## config.mk

```make
export PLATFORM = sky130hd
export DESIGN_NAME = ram_port_arbiter
export DESIGN_NICKNAME = d
export VERILOG_FILES = /design/src/rtl/ram_port_arbiter.sv
export SDC_FILE = /design/constraint.sdc
export NUM_CORES = 1
export LEC_CHECK = 0
export ABC_AREA = 1
export CAP_MARGIN = 25
export CELL_PAD_IN_SITES_DETAIL_PLACEMENT = 1
export CELL_PAD_IN_SITES_GLOBAL_PLACEMENT = 1
export CORE_ASPECT_RATIO = 0.75
export CORE_MARGIN = 10
export CORE_UTILIZATION = 31
export DETAILED_ROUTE_END_ITERATION = 16
export PLACE_DENSITY_LB_ADDON = 0.1
export REMOVE_ABC_BUFFERS = 1
export SYNTH_ARGS = -nofsm -noshare
export SYNTH_HDL_FRONTEND = slang
export SYNTH_SLANG_ARGS = --single-unit
```

## constraint.sdc

```tcl
create_clock -name clk -period 2.2 [get_ports clk]
set_input_delay 0.33 -clock clk [delete_from_list [all_inputs] [get_ports clk]]
set_output_delay 0.33 -clock clk [all_outputs]
set_load 0.02 [all_outputs]
```

## src/rtl/ram_port_arbiter.sv

```systemverilog
// ram_port_arbiter: serialises two toggle-handshake clients onto one RAM port,
// client 0 first unless client 1 has been passed over starve_limit times in a row.
module ram_port_arbiter #(
    parameter int ram_a_bits   = 17,
    parameter int starve_limit = 4
) (
    input  logic                  clk,
    input  logic                  reset,
    input  logic [ram_a_bits-1:0] c0_a,
    input  logic [7:0]            c0_d,
    input  logic                  c0_we,
    input  logic                  c0_req,
    output logic                  c0_ack,
    output logic [7:0]            c0_q,
    input  logic [ram_a_bits-1:0] c1_a,
    input  logic [7:0]            c1_d,
    input  logic                  c1_we,
    input  logic                  c1_req,
    output logic                  c1_ack,
    output logic [7:0]            c1_q,
    output logic [ram_a_bits-1:0] ram_a,
    output logic [7:0]            ram_d,
    output logic                  ram_we,
    output logic                  ram_req,
    input  logic                  ram_ack,
    input  logic [7:0]            ram_q
);
    typedef enum logic {IDLE, BUSY} state_t;
    localparam logic [3:0] lim = 4'(starve_limit);
    state_t     state, state_next;
    logic       owner;
    logic [3:0] starve_cnt;
    logic       p0, p1, pick1, grant, done;
    assign p0    = c0_req ^ c0_ack;
    assign p1    = c1_req ^ c1_ack;
    assign pick1 = p1 && (!p0 || starve_cnt == lim);
    assign grant = p0 || p1;
    assign done  = ram_req == ram_ack;
    always_comb begin
        state_next = (state == IDLE) ? (grant ? BUSY : IDLE) : (done ? IDLE : BUSY);
    end
    always_ff @(posedge clk) begin
        if (reset) state <= IDLE;
        else       state <= state_next;
    end
    always_ff @(posedge clk) begin
        if (reset) begin
            c0_ack     <= c0_req;
            c1_ack     <= c1_req;
            ram_req    <= ram_ack;
            ram_we     <= 1'b0;
            ram_a      <= '0;
            ram_d      <= '0;
            c0_q       <= '0;
            c1_q       <= '0;
            starve_cnt <= '0;
            owner      <= 1'b0;
        end else if (state == IDLE) begin
            // ram_req follows ram_ack while idle so an ack from an abandoned transaction is absorbed
            ram_req <= grant ? ~ram_ack : ram_ack;
            if (grant) begin
                ram_a      <= pick1 ? c1_a : c0_a;
                ram_d      <= pick1 ? c1_d : c0_d;
                ram_we     <= pick1 ? c1_we : c0_we;
                owner      <= pick1;
                starve_cnt <= pick1 ? 4'd0 : (p1 && starve_cnt != lim) ? starve_cnt + 4'd1 : starve_cnt;
            end
        end else if (done) begin
            if (owner) begin
                c1_q   <= ram_q;
                c1_ack <= ~c1_ack;
            end else begin
                c0_q   <= ram_q;
                c0_ack <= ~c0_ack;
            end
        end
    end
endmodule

```

==> flow_summary.yaml, run 1 <==
status:
  status: "complete, no violations"
setup_path:
  crit_arrival_ps: 1430
  crit_family: "buffers and inverters"
  crit_path_cell_trace: "clkdlybuf4s50_1"
  worst-path-buf-inv: 1
  critical_path_class: "reg -> out"
  critPathCaptureType: "output port"
  critPathMaxFanout: 2
  r2r_slack_ps: 620
  cp.required_ps: 1870
  cp-start-kind: "flip-flop"
  cpPeakStageDelay_ps: 660
  slowest_stage: "clkdlybuf4s50_1"
global_routing:
  grtUsageMet3_pct: 3.74
  grtUsageTotal_pct: 14.3
  grt_busiest_layer: "met2"
  met1_usage_pct: 18.5
  grt_pass1_wl_um: 14100
  grt_max_degree: 51
  grtUsageMet2_pct: 22.7
  antenna_found_initial: 0
  grt_overflow: 0
  first_global_vias: 2778
cells_and_area:
  register_area_mm2: 0.00105
  final_common_cell: "clkdlybuf4s50_1"
  final_nets: 536
  fin_area_mm2: 0.00378
  nFillCells: 1013
  drive_above_1_share_pct: 7.02
  n_antenna_cell: 0
  final_cell_mix: "clkdlybuf4s50_1 (108), nand2_1 (83), nand3_1 (74)"
  area_growth_pct: 50.2
  multi_input_area_mm2: 0.00111
route:
  viasPerCell: 4.60
  route.detailed.drc: 0
  vias: 2647
  wirelength_um: 8720
  wire_per_inst_um: 15.2
  antenna_left: 0
  first_iter_violations: 123
  firstDrtPassIters: 4
power:
  powerDensity_mw_per_mm2: 760
  leakage_nw: 1.66
  ir_drop_mv: 0.257
timing:
  max_freq_ghz: 0.567
  fin_tns_setup_ps: 0
  finalCritPeriodShare_pct: 80.1
  slew_viol_final: 0
  final_hold_viol_count: 0
  rsz0062_at_grt: "false"
  fin_crit_ps: 1760
  final.setup_skew_ps: 5.07
  worst_pin_slew_ps: 491
  slew_headroom_pct: 67.2
  setup_violations: 0
floorplanning:
  fp.dieW_um: 124
  coreArea_mm2: 0.00788
  ios: 110
  initial_utilization_pct: 31.9
  die_area_mm2: 0.0122
  rows: 28
  die_h_um: 98.0
clock_tree:
  cts_setup_buffers: 0
  clock_latency_ps: 300
  cts_buffers: 5
  clk_pin_slew_ps: 100
  cts_root_buf: "clkbuf_8"
  cts_tree: "done"
  ctsHoldBuffers: 0
  post_cts_resized: 0
  htree_num_levels: 2
  cts.sinks: 51
  clock_path_buffers: 2
placed_design:
  place_area_mm2: 0.00370
  hpwl_um: 6780
  port_buffers: 109
  gp_congestion: 0.752
yosys:
  synthMuxAreaShare_pct: 0
  synth_area_leader_cell: "dfxtp_1"
  synthArstFlopShare_pct: 0
  syn_avg_cell_area_um2: 6.94
  netlist-cell-type-count: 25
  ys_ff_latch: 51
  synth_fa_ha_area_share_pct: 0.994
  post_synth_inst_count: 363
  synth-edff-count: 3
  synth_compound_area_share_pct: 10.0
  synthTopCellsByArea: "dfxtp_1 (38%), nand3_1 (15%), nand2_1 (12%)"
  seq_area_frac_synth_pct: 41.7
  ys.warnings.count: 0
  synth_simple_gate_area_share_pct: 31.4
  ys.flop_type: "dfxtp_1"
  synth_xor_area_share_pct: 1.79
  yosys.area.top_type_share_pct: 38.2
  synth_area_mm2: 0.00252
  synth_top_family_by_area: "simple AND/OR/NAND/NOR gates"
min_path:
  hold_class: "in -> reg"
flow_run:
  drv_cap: 0
-- cells in the mapped netlist (2+ instances only) --
| cell | count |
|---|---|
| nand2_2 | 11 |
| buf_2 | 7 |
| buf_4 | 3 |
| nand3_1 | 74 |
| edfxtp_1 | 3 |
| o21ai_0 | 2 |
| inv_2 | 2 |
| nand2_1 | 83 |
| clkbuf_1 | 5 |
| ha_1 | 2 |
| inv_1 | 61 |
| nor2_1 | 3 |
| nand2_4 | 2 |
| dfxtp_1 | 48 |
| a21oi_1 | 47 |
-- metrics by stage --
| stage | cells | hold WS (ps) | total power [mW] | util [%] | worst slack [ps] |
|---|---|---|---|---|---|
| global placement | 567 | 449 | 2.35 | 47.0 | 288 |
| finish | 575 | 403 | 2.87 | 48.0 | 437 |
| floorplan | 345 | 399 | 1.78 | - | 533 |
| global route | 575 | 432 | 3.09 | 48.0 | 375 |
| CTS | 575 | 402 | 2.92 | 48.0 | 423 |
| detailed placement | 567 | 455 | 2.38 | 47.0 | 238 |
-- worst min-delay path: cells and delay by family --
family / cells / cell delay, ps
buffers and inverters: 2 / 210
AND/OR/NAND/NOR: 2 / 140
-- report_power, final --
group	switching, mW	internal (mW)
combinational	0.669	0.514
clock	0.314	0.225
sequential	0.0811	1.07
-- kinds of logic (layout without fill, tap and decap cells) --
group,after synthesis,in the layout
adders and majority gates,2,2
AOI/OAI and AO/OA,50,50
xor gates and xnor gates,3,3
and+or+nand+nor,174,174
DFF,51,51
buffers and inverters,83,190
-- worst paths after layout --
path	endpoint	cells past startpoint	startpoint
setup / recovery	ram_req	1	ram_req
hold / removal	starve_cnt[3]	4	reset
setup reg to reg	ram_a[16]	9	c0_ack
hold reg to reg	c1_q[6]	2	c1_q[6]
-- metal layers --
layer | share of wire [%] | vias to the layer above
li1 | - | 1354
met1 | 46 | 1219
met2 | 46 | 63
met3 | 6.5 | 11
met4 | 1.4 | 0
met5 | 0 | -
-- registers in the layout (all words and copies together) (netlist names) --
register and cells:
c0_q 8, state 1, c1_ack 1, owner 1, starve_cnt 4, c0_ack 1
ram_req 1, ram_d 8, ram_we 1, ram_a 17, c1_q 8
-- area by class of cell --
| class | instances | area share, % |
|---|---|---|
| multi-input cells | 229 | 29.4 |
| repair buffers | 117 | 30.6 |
| clock buffers | 7 | 2.02 |
| well taps | 105 | 3.47 |
| flip-flops and latches | 51 | 27.8 |
| clock inverters | 1 | 0.132 |
| inverters | 65 | 6.52 |
Power figures use the tool's default switching activity.
==> run 2, diff against run 1 <==
Settings changed: CORE_UTILIZATION 31 to 26.
Clock period 2.2 ns to 1.5 ns, I/O delays scaled along.
==> flow_summary.yaml, run 2 (synthesis gave the netlist of run 1 again) <==
status:
  status: "complete, no violations"
clock_tree:
  clock_latency_ps: 290
  cts_buffers: 5
  ctsHoldBuffers: 0
  htree_num_levels: 2
  cts_tree: "done"
  cts_root_buf: "clkbuf_16"
  cts.sinks: 51
  clock_path_buffers: 2
  clk_pin_slew_ps: 60
floorplanning:
  initial_utilization_pct: 26.4
  rows: 31
  coreArea_mm2: 0.00954
  die_h_um: 105
  fp.dieW_um: 134
  die_area_mm2: 0.0141
  ios: 110
setup_path:
  slowest_stage: "clkdlybuf4s50_1"
  crit_arrival_ps: 1230
  cp.depth: 1
  rr_worst_depth: 9
  critical_path_class: "reg -> out"
  crit_path_cell_trace: "clkdlybuf4s50_1"
  critPathMaxFanout: 2
  cp.required_ps: 1270
  cp-start-kind: "flip-flop"
  crit_family: "buffers and inverters"
  cpPeakStageDelay_ps: 610
  worst-path-buf-inv: 1
  critPathCaptureType: "output port"
route:
  first_iter_violations: 71
  vias: 2694
  viasPerCell: 4.37
  route.detailed.drc: 0
  wire_per_inst_um: 15.1
  firstDrtPassIters: 4
  wirelength_um: 9290
  antenna_left: 0
global_routing:
  first_global_vias: 2938
  grtUsageTotal_pct: 13.0
  antenna_found_initial: 0
  grt_max_degree: 32
  grt_overflow: 0
  grt_pass1_wl_um: 15100
flow_run:
  drv_cap: 0
cells_and_area:
  final_nets: 551
  n_antenna_cell: 0
  final_util_pct: 42.9
  final_cell_mix: "nand2_1 (82), clkdlybuf4s50_1 (78), nand3_1 (74)"
  multi_input_area_mm2: 0.00112
  area_growth_pct: 62.4
  top_register: "ram_a"
  largest_reg_flops: 17
  final_common_cell: "nand2_1"
  drive_above_1_share_pct: 11.0
  register_area_mm2: 0.00105
  nFillCells: 1209
timing:
  worst_pin_slew_ps: 361
  fin_crit_ps: 1460
  final.setup_skew_ps: 3.49
  rsz0062_at_grt: "false"
  slew_headroom_pct: 75.9
  slew_viol_final: 0
  final_hold_viol_count: 0
  finalCritPeriodShare_pct: 97.3
  max_freq_ghz: 0.685
  setup_violations: 0
power:
  power.net_switching_mw: 1.63
  leakage_nw: 2.17
  p_seq_share_pct: 35.8
  fin_total_pwr_mw: 4.71
  p_sw_share_pct: 34.6
  pwr-share-clk_pct: 24.4
  powerDensity_mw_per_mm2: 1150
  ir_drop_mv: 0.506
  comb_power_share_pct: 39.8
  p_int_mw: 3.08
placed_design:
  gp_congestion: 0.726
  port_buffers: 109
  hpwl_um: 7380
min_path:
  hold_class: "in -> reg"
  min_path_cells: 3
==> run 2: changes by cell type in the layout (fill, tap and decap cells not counted), sizes merged <==
cell | previous run | this run
clkdlybuf4s50 | 108 | 78
dlymetal6s2s | 0 | 24
buf | 9 | 24
dlygate4sd2 | 0 | 6
clkbuf | 7 | 6
==> run 2: power groups by stage <==
stage          registers, mW  clock network [mW]  logic, mW
5_1_grt                 1.72                1.26       2.08
3_3_place_gp            1.71                   0       1.89
6_report                1.69                1.15       1.88
4_1_cts                 1.69                1.20       1.91
3_5_place_dp            1.72                   0       1.92
2_1_floorplan           1.93                   0      0.678
==> run 2: final cells by class <==
class	instances	area share (%)
flip-flops and latches	51	25.8
multi-input cells	229	27.3
repair buffers	132	33.4
well taps	132	4.04
clock buffers	6	3.40
inverters	65	6.03
clock inverters	1	0.122
==> run 2: final timing paths <==
kind | slack (ps) | endpoint | start
setup / recovery | 40 | ram_d[3] | ram_d[3]
hold / removal | 340 | c0_ack | c0_req
setup reg to reg | 150 | ram_a[6] | c1_ack
hold reg to reg | 460 | c1_q[4] | c1_q[4]
==> run 2: metrics by stage <==
stage	hold WS (ps)	setup slack [ps]	area [um^2]	setup TNS, ps	std cells
after detailed placement	451	-197	3870	-5530	609
after CTS	373	2.47	4010	0	616
after floorplan	294	-167	2410	-4550	345
after global placement	449	-161	3870	-4070	609
after global routing	396	0.348	4090	0	616
final	337	40.0	4090	0	616
==> run 2: repair_timing <==
action,in CTS,in global routing
endpoints found under the setup margin,6,49
gates resized for setup,6,32
pin swaps,0,0
setup buffers,0,0
==> run 2: layer usage <==
layer / vias to the layer above / global-route usage (%) / part of all wire, %
met2: 47 / 22.5 / 50
met1: 1256 / 16.0 / 46
met3: 6 / 3.18 / 3.6
li1: 1385 / - / -
met4: 0 / 2.79 / 0.86
met5: - / 0 / 0
